## config.mk

```make
export PLATFORM = sky130hd
export DESIGN_NAME = variable_length_encoder
export DESIGN_NICKNAME = d
export VERILOG_FILES = /design/src/rtl/variable_length_encoder.sv
export SDC_FILE = /design/constraint.sdc
export NUM_CORES = 1
export LEC_CHECK = 0
export BUFFER_PORTS_ARGS = -buffer_cell sky130_fd_sc_hd__buf_2
export CAP_MARGIN = 20
export CORE_UTILIZATION = 55
export CTS_BUF_LIST = sky130_fd_sc_hd__clkbuf_8
export CTS_CLUSTER_DIAMETER = 150
export CTS_CLUSTER_SIZE = 28
export DETAILED_ROUTE_END_ITERATION = 8
export GPL_TIMING_DRIVEN = 0
export PLACE_DENSITY_LB_ADDON = 0.05
export SLEW_MARGIN = 10
export SYNTH_ARGS = -nofsm -noshare
export SYNTH_HDL_FRONTEND = slang
export SYNTH_SLANG_ARGS = --single-unit
export TNS_END_PERCENT = 100
```

## constraint.sdc

```tcl
create_clock -name clk -period 2.2 [get_ports clk]
set_input_delay 0.44 -clock clk [delete_from_list [all_inputs] [get_ports clk]]
set_output_delay 0.44 -clock clk [all_outputs]
set_load 0.02 [all_outputs]
```

## src/rtl/variable_length_encoder.sv

```systemverilog
// Packs variable-length symbols MSB-first into a bitstream and presents it as
// fixed-width words through a show-ahead register; flush zero-pads the tail.
module variable_length_encoder #(
    parameter int WIDTH_IN     = 8,
    parameter int WIDTH_OUT    = 8,
    parameter int BUFFER_WIDTH = WIDTH_IN + WIDTH_OUT,
    parameter int SIZE_WIDTH   = 4,
    parameter int COUNT_WIDTH  = 5
) (
    input  logic                  clk,
    input  logic                  rst,
    input  logic                  push,
    input  logic [WIDTH_IN-1:0]   d,
    input  logic [SIZE_WIDTH-1:0] size,
    output logic                  full,
    input  logic                  flush,
    output logic                  flush_done,
    output logic [WIDTH_OUT-1:0]  q,
    output logic                  empty,
    input  logic                  pop
);

    typedef enum logic {IDLE, FLUSH} state_t;

    state_t                   state, state_next;
    logic [BUFFER_WIDTH-1:0]  buffer, buffer_next, buffer_kept, sym_aligned;
    logic [COUNT_WIDTH-1:0]   count, count_next, count_kept, eff_size;
    logic [WIDTH_IN-1:0]      sym_mask;
    logic [WIDTH_OUT-1:0]     q_next;
    logic                     empty_next, flush_done_next;
    logic                     accepted, slot_free, load_q, pad_q;

    // Deliberately pessimistic: ignores any word leaving the buffer this cycle.
    assign full = (state == FLUSH) || (count > COUNT_WIDTH'(BUFFER_WIDTH - WIDTH_IN));

    always_comb begin
        // NOTE: every variable gets a default before any branch, so no path leaves one unassigned and no latch is inferred.
        state_next      = state;
        buffer_kept     = buffer;
        count_kept      = count;
        q_next          = q;
        empty_next      = empty;
        flush_done_next = 1'b0;

        eff_size  = (size > SIZE_WIDTH'(WIDTH_IN)) ? COUNT_WIDTH'(WIDTH_IN) : COUNT_WIDTH'(size);
        sym_mask  = ~({WIDTH_IN{1'b1}} << eff_size);
        accepted  = push && !full;
        slot_free = empty || pop;
        load_q    = (count >= COUNT_WIDTH'(WIDTH_OUT)) && slot_free;
        pad_q     = (state == FLUSH) && (count != '0)
                    && (count < COUNT_WIDTH'(WIDTH_OUT)) && slot_free;

        // Bits below count are always zero, so the padded word is just the top slice.
        if (load_q) begin
            q_next      = buffer[BUFFER_WIDTH-1 -: WIDTH_OUT];
            empty_next  = 1'b0;
            buffer_kept = buffer << WIDTH_OUT;
            count_kept  = count - COUNT_WIDTH'(WIDTH_OUT);
        end else if (pad_q) begin
            q_next      = buffer[BUFFER_WIDTH-1 -: WIDTH_OUT];
            empty_next  = 1'b0;
            buffer_kept = '0;
            count_kept  = '0;
        end else if (pop) begin
            empty_next  = 1'b1;
        end

        // Left-align the symbol, then slide it just below the surviving bits.
        sym_aligned                 = '0;
        sym_aligned[WIDTH_IN-1:0]   = d & sym_mask;
        sym_aligned                 = (sym_aligned << (COUNT_WIDTH'(BUFFER_WIDTH) - eff_size))
                                      >> count_kept;

        buffer_next = buffer_kept | (accepted ? sym_aligned : '0);
        count_next  = count_kept + (accepted ? eff_size : '0);

        case (state)
            IDLE: begin
                if (flush) state_next = FLUSH;
            end
            FLUSH: begin
                if (count == '0) begin
                    state_next      = IDLE;
                    flush_done_next = 1'b1;
                end
            end
            default: state_next = IDLE;
        endcase
    end

    // NOTE: sequential state uses non-blocking assignments so all registers update together from pre-edge values.
    always_ff @(posedge clk or posedge rst) begin
        // NOTE: the packing buffer is a plain register, so it is cleared on reset like the rest of the state.
        if (rst) begin
            state      <= IDLE;
            buffer     <= '0;
            count      <= '0;
            q          <= '0;
            empty      <= 1'b1;
            flush_done <= 1'b0;
        end else begin
            state      <= state_next;
            buffer     <= buffer_next;
            count      <= count_next;
            q          <= q_next;
            empty      <= empty_next;
            flush_done <= flush_done_next;
        end
    end

endmodule

```

; ---- After elaboration in Yosys (flattened, before gate mapping)
; Index checks and enable logic that the tools add are counted.
[totals]
register_bits = 32
elab_cells = 49
[op_classes]
addsub = 3
reduce_logical = 12
n_lt_le_gt_ge = 4
muxes = 17
n_shift = 3
n_bitwise = 4
[op_table]
columns = cell, count
row1 = $mux W16, 3
row2 = $mux W8, 2
row3 = $or A16 B16 Y16, 1
row4 = $shl A8 B5 Y16, 1
row5 = $shr A16 B5 Y16, 1
row6 = $mux W5, 2
row7 = $and A8 B8 Y8, 1
row8 = $mux W4, 2
row9 = $not A8 Y8, 1
row10 = $shl A8 B4 Y8 const A, 1
row11 = $mux W1, 7
row12 = $add A5 B4 Y5, 1
row13 = $ge A5 B4 Y1 const B, 1
row14 = $gt A5 B4 Y1 const B, 1
row15 = $logic_and A1 B1 Y1, 5
row16 = $logic_not A5 Y1, 1
row17 = $lt A5 B4 Y1 const B, 1
row18 = $reduce_bool A5 Y1, 1
row19 = $sub A5 B4 Y5 const A, 1
row20 = $sub A5 B4 Y5 const B, 1
row21 = $gt A4 B4 Y1 const B, 1
row22 = $reduce_bool A3 Y1, 1
row23 = $logic_or A1 B1 Y1, 2
row24 = $pmux W1 S2, 1
row25 = 3 further kinds, 3

; ---- Longest topological paths before layout
[depth]
word_depth = 9
depth_mapped = 15

; ---- Worst setup path after synthesis
; Ideal clock, no wire load.
[synth_timing]
kind = input -> register
start = input port size[0]
end = register buffer[8]
required_ps = 2069
slack_ps = -819
setup_time_ps = 131
arrival_time_ps = 2889
path_stages = 15
cell_sequence = nor2b_1 -> buf_4 -> inv_2 -> ha_1 -> clkbuf_1 -> inv_1 -> ha_1 -> nor2b_1 -> o21ai_0 -> a21boi_0 -> a211oi_2 -> a211oi_1 -> a22o_1 -> a211oi_1 -> o21ai_0
[synth_via]
elab_chain_len = 9
elab_cells_between_ends = 10
classes_between = add/sub: 1 / order compare: 1 / shift: 3 / mux: 2 / bitwise: 3
[synth_rtl]
columns = item, line_no
row1 = from (decl), 14  ; input logic [SIZE_WIDTH-1:0] size,
row2 = $gt A4 B4 Y1, 45  ; eff_size = (size > SIZE_WIDTH'(WIDTH_IN)) ? COUNT_WIDTH'(WIDTH_IN) : COUNT_WIDTH'(size);
row3 = $mux W4 (*), 45
row4 = $shl A8 B4 Y8, 46  ; sym_mask = ~({WIDTH_IN{1'b1}} << eff_size);
row5 = $not A8 Y8, 46
row6 = $and A8 B8 Y8, 70  ; sym_aligned[WIDTH_IN-1:0] = d & sym_mask;
row7 = $shl A8 B5 Y16 (*), 71  ; sym_aligned = (sym_aligned << (COUNT_WIDTH'(BUFFER_WIDTH) - eff_size))
row8 = $shr A16 B5 Y16 (*), 71
row9 = $mux W16 (*), 74  ; buffer_next = buffer_kept | (accepted ? sym_aligned : '0);
row10 = $or A16 B16 Y16 (*), 74
row11 = via buffer_next[8], 26  ; logic [BUFFER_WIDTH-1:0] buffer, buffer_next, buffer_kept, sym_aligned;
row12 = to (signal assigned), 103  ; buffer <= buffer_next;
row13 = to (decl), 26
; The timed path passes the listed nets; every way through them passes the cells marked *.
; A chain may end at the register's enable or synchronous reset.

; ---- Worst setup path in the final report
[layout_timing]
start = input port size[3]
end = register buffer[13]
; The elaborated chain is that of the path after synthesis.

==> results <==
- The flow ran to the end, but the final reports show violations.
- The checks that failed: DRC, setup timing.
- For the pin with the worst max-slew slack, the measured transition is 0.8053 ns.
- The number of remaining DRC errors is 6.
- For this run, the post-layout net count is 395.
- At the worst endpoint, the required time is 2.35 ns.
- Input and output buffers added on the ports amount to 27.
- The worst slew slack as a fraction of its limit is 0.4631.
- The path depth of the worst reg2reg path is 10.
- The total of warnings raised by yosys is 0.
- The antenna violation net count after detailed routing is 0.
- The tightest min-delay check is of the in2async type.
- Measured along the x axis, the die boundary spans 70.53 um.
- The maximum net fanout on the critical path is 10.
- Setup violations remaining at the end of the flow were counted as 18.
- The critical path startpoint is size[3].
- The synthesized design contains 0 enable-type register cells.
- The non-filler instance count after layout is 421.
- The post-synth design cell area is 2582 sq um.
- Dividing the detail-routed via count by the number of cells gives 6.836.
- The worst slack at placement is -1.128 ns.
- From synthesis to final layout, the design area changed by 39.97%.
- The overall overflow remaining after global route is 0.
- For the finished layout, the period the worst path requires is 2.682 ns.
- The number of H-tree levels is 2.
- Of the cells placed in the final design, the portion with a size suffix greater than 1 is 0.4255.
- Across the routed clock network, the largest skew measured is 0.005905 ns.
- CTS saw 32 sinks.
- The worst IR drop on VDD is 0.6676 mV.
- The maximum number of pins on one net before global-route repair is 19.
- The first detailed-routing pass ran for 7 iterations.
- In the synthesized netlist the dominant register cell turns out to be dfrtp_1.
- The routed layout has 2878 vias.
- The CTS tree is done.
- The count of pins on the block boundary is 28.
- The initial antenna violation count was 0.
- In this run the critical register-to-register path is launched from count[4].
- The static power due to leakage is 1.659 nW.
- The number of global-route vias before repair was 2590.
- The final max-slew violation count was 0.
- The clock transition time at the flip-flop clock pins of the worst setup and hold paths is 0.07 ns.
- The die is 70.53 um tall.
- The start-to-end type of the worst setup path is in2reg.
- Setup repair after global routing could not meet its margin everywhere.
- The share of the clock period used by the worst path is 1.219.
- The number of placed instances, taps included, is 383.
- The hold violation count in the final report was 0.
- In this run the standard cell core region covers 4444 sq um.
- The first routing iteration left 289 violations.
- The mean area per synthesized cell is 8.523 sq um.
- At the later pin of the worst-skew pair, clock insertion delay measures 0.29 ns.
- In the layout the commonest cells are dfrtp_1, nand2_1, buf_2, buf_4, nor2_1.
- The critical path capture point is buffer[13].
- Clock tree synthesis inserted a total of 5 buffers.
- The overall power consumption is 3.764 mW.
- The sequential-to-total area share from yosys stat is 0.3106.
- In this run, synthesis produced a sequential element count of 32.
- The reg2reg setup slack is -0.35 ns.
- In the final routed layout, each cell accounts on average for 19.28 um.
- The worst setup path is launched from an input pin.
- The floorplan step defined a die boundary enclosing 4974 sq um.
- Static timing analysis puts the maximum clock frequency at 372.8 MHz.
- The worst flop-to-flop path endpoint is buffer[1].
- The number of rows created at floorplan is 24.
- The number of nets in the synthesized netlist is 330.
- The total wirelength of the detailed-routed design is 8115 um.
- Once detailed placement completed, the half-perimeter wirelength came to 5392 um.
- The congestion estimate from routability-driven global placement came to 0.9622.
- Across the run, the number of max-cap violations was 0.
- The post-route worst setup slack is -0.4825 ns.
- The worst setup path is captured at a register.
- The library cell used most frequently in the layout, excluding fill and tap cells, is dfrtp_1.
- The first-pass GRT wire length is 12770 um.
- The power per standard cell area is 1041 nW/um^2.
- The number of unique standard cell types used by synthesis is 68.
- The number of antenna cells inserted is 0.
- The largest buffer count on any clock path is 2.
- The buffer type at the clock tree root is clkbuf_8.
- The initial utilization of the core area, before any placement, comes to 0.5811.
- The arrival time of data at the critical path endpoint is 2.84 ns.
- The total routing usage reported by global routing is 0.3304.
- The async set or reset register ratio after synthesis is 1.000.
- The post-synthesis instance total is 303.
- Buffers inserted to repair hold after CTS numbered 0.
[metal layers]
layer	GRT usage	share of wire
met5	0	0
met1	0.4507	0.41
met2	0.5307	0.47
met4	0.07937	0.026
met3	0.08081	0.095
[report_power, final]
part | internal (mW) | total, mW | switching [mW]
clock | 0.220 | 0.441 | 0.221
sequential | 0.784 | 0.904 | 0.120
combinational | 1.02 | 2.42 | 1.40
[stage by stage]
| step | setup TNS [ns] | hold WS, ns | area, sq um | utilization |
|---|---|---|---|---|
| detailed placement | -15.93 | 0.4893 | 2939 | 0.6613 |
| global placement | -15.53 | 0.4820 | 2912 | 0.6551 |
| finish | -6.291 | 0.2344 | 3615 | 0.8133 |
| floorplan | -5.527 | 0.4676 | 2711 | - |
| CTS | -5.679 | 0.2468 | 3442 | 0.7745 |
| global route | -7.702 | 0.2745 | 3615 | 0.8133 |
[synthesized netlist by cell type (6+ instances only)]
| library cell | n | share of area |
|---|---|---|
| a31oi_1 | 6 | 0.015 |
| nor3_1 | 6 | 0.012 |
| and2_1 | 6 | 0.015 |
| dfrtp_1 | 31 | 0.30 |
| a21oi_1 | 11 | 0.021 |
| o21ai_0 | 14 | 0.027 |
| mux2_2 | 9 | 0.039 |
| clkbuf_1 | 8 | 0.012 |
| nand4_1 | 6 | 0.015 |
| inv_1 | 19 | 0.028 |
| nand2b_1 | 6 | 0.015 |
| nor2b_1 | 6 | 0.015 |
| nor2_1 | 22 | 0.032 |
| a22oi_1 | 7 | 0.020 |
| o211ai_1 | 8 | 0.023 |
| ha_1 | 9 | 0.044 |
| nand3_1 | 11 | 0.021 |
| a32oi_1 | 6 | 0.020 |
| nand2_1 | 32 | 0.047 |
[layout make-up]
type | count | area, sq um
repair buffers | 60 | 439.2
clock inverters | 3 | 18.77
plain buffers | 12 | 112.6
flip-flops and latches | 32 | 803.3
clock buffers | 5 | 68.82
inverters | 21 | 96.34
well taps | 52 | 65.06
fillers | 274 | 829.5
multi-input cells | 236 | 2011
[timing repair]
action	in CTS	in global routing
setup endpoints to repair	28	20
pin swaps	26	12
buffers inserted	23	9
gates cloned	0	0
gates resized for setup	66	22
[flip-flops by register name (all words and copies together) (netlist names)]
register / count
q: 8
count: 5
buffer: 16
empty: 1
state: 1
flush_done: 1
[worst max-delay path, stage by stage]
cell,delay [ns]
buf_12,0.11
buf_6,0.11
nand2b_4,0.15
ha_4,0.18
ha_4,0.22
buf_12,0.14
a2111oi_4,0.39
a21oi_1,0.12
o2111a_2,0.35
a2bb2oi_4,0.23
buf_4,0.15
buf_6,0.08
buf_6,0.08
o21ai_0,0.07
[worst min path at each step]
stage | cells after the start | endpoint | from
floorplan | 2 | buffer[6] | buffer[6]
global placement | 1 | q[3] | q[3]
detailed placement | 1 | q[5] | q[5]
CTS | 2 | state | rst
global route | 2 | count[3] | rst
finish | 2 | count[3] | rst
[cells by family (layout without fill, tap and decap cells)]
group | count (synthesis) | in the layout | synth area share
AOI/OAI and AO/OA | 103 | 103 | 0.3062
xor gates and xnor gates | 3 | 3 | 0.01018
and+or+nand+nor | 107 | 107 | 0.2132
muxes | 13 | 13 | 0.05475
DFF | 32 | 32 | 0.3106
buffers and inverters | 35 | 101 | 0.05378
adders and majority gates | 10 | 10 | 0.05136
Note: power is estimated with default switching activity, not from simulation.
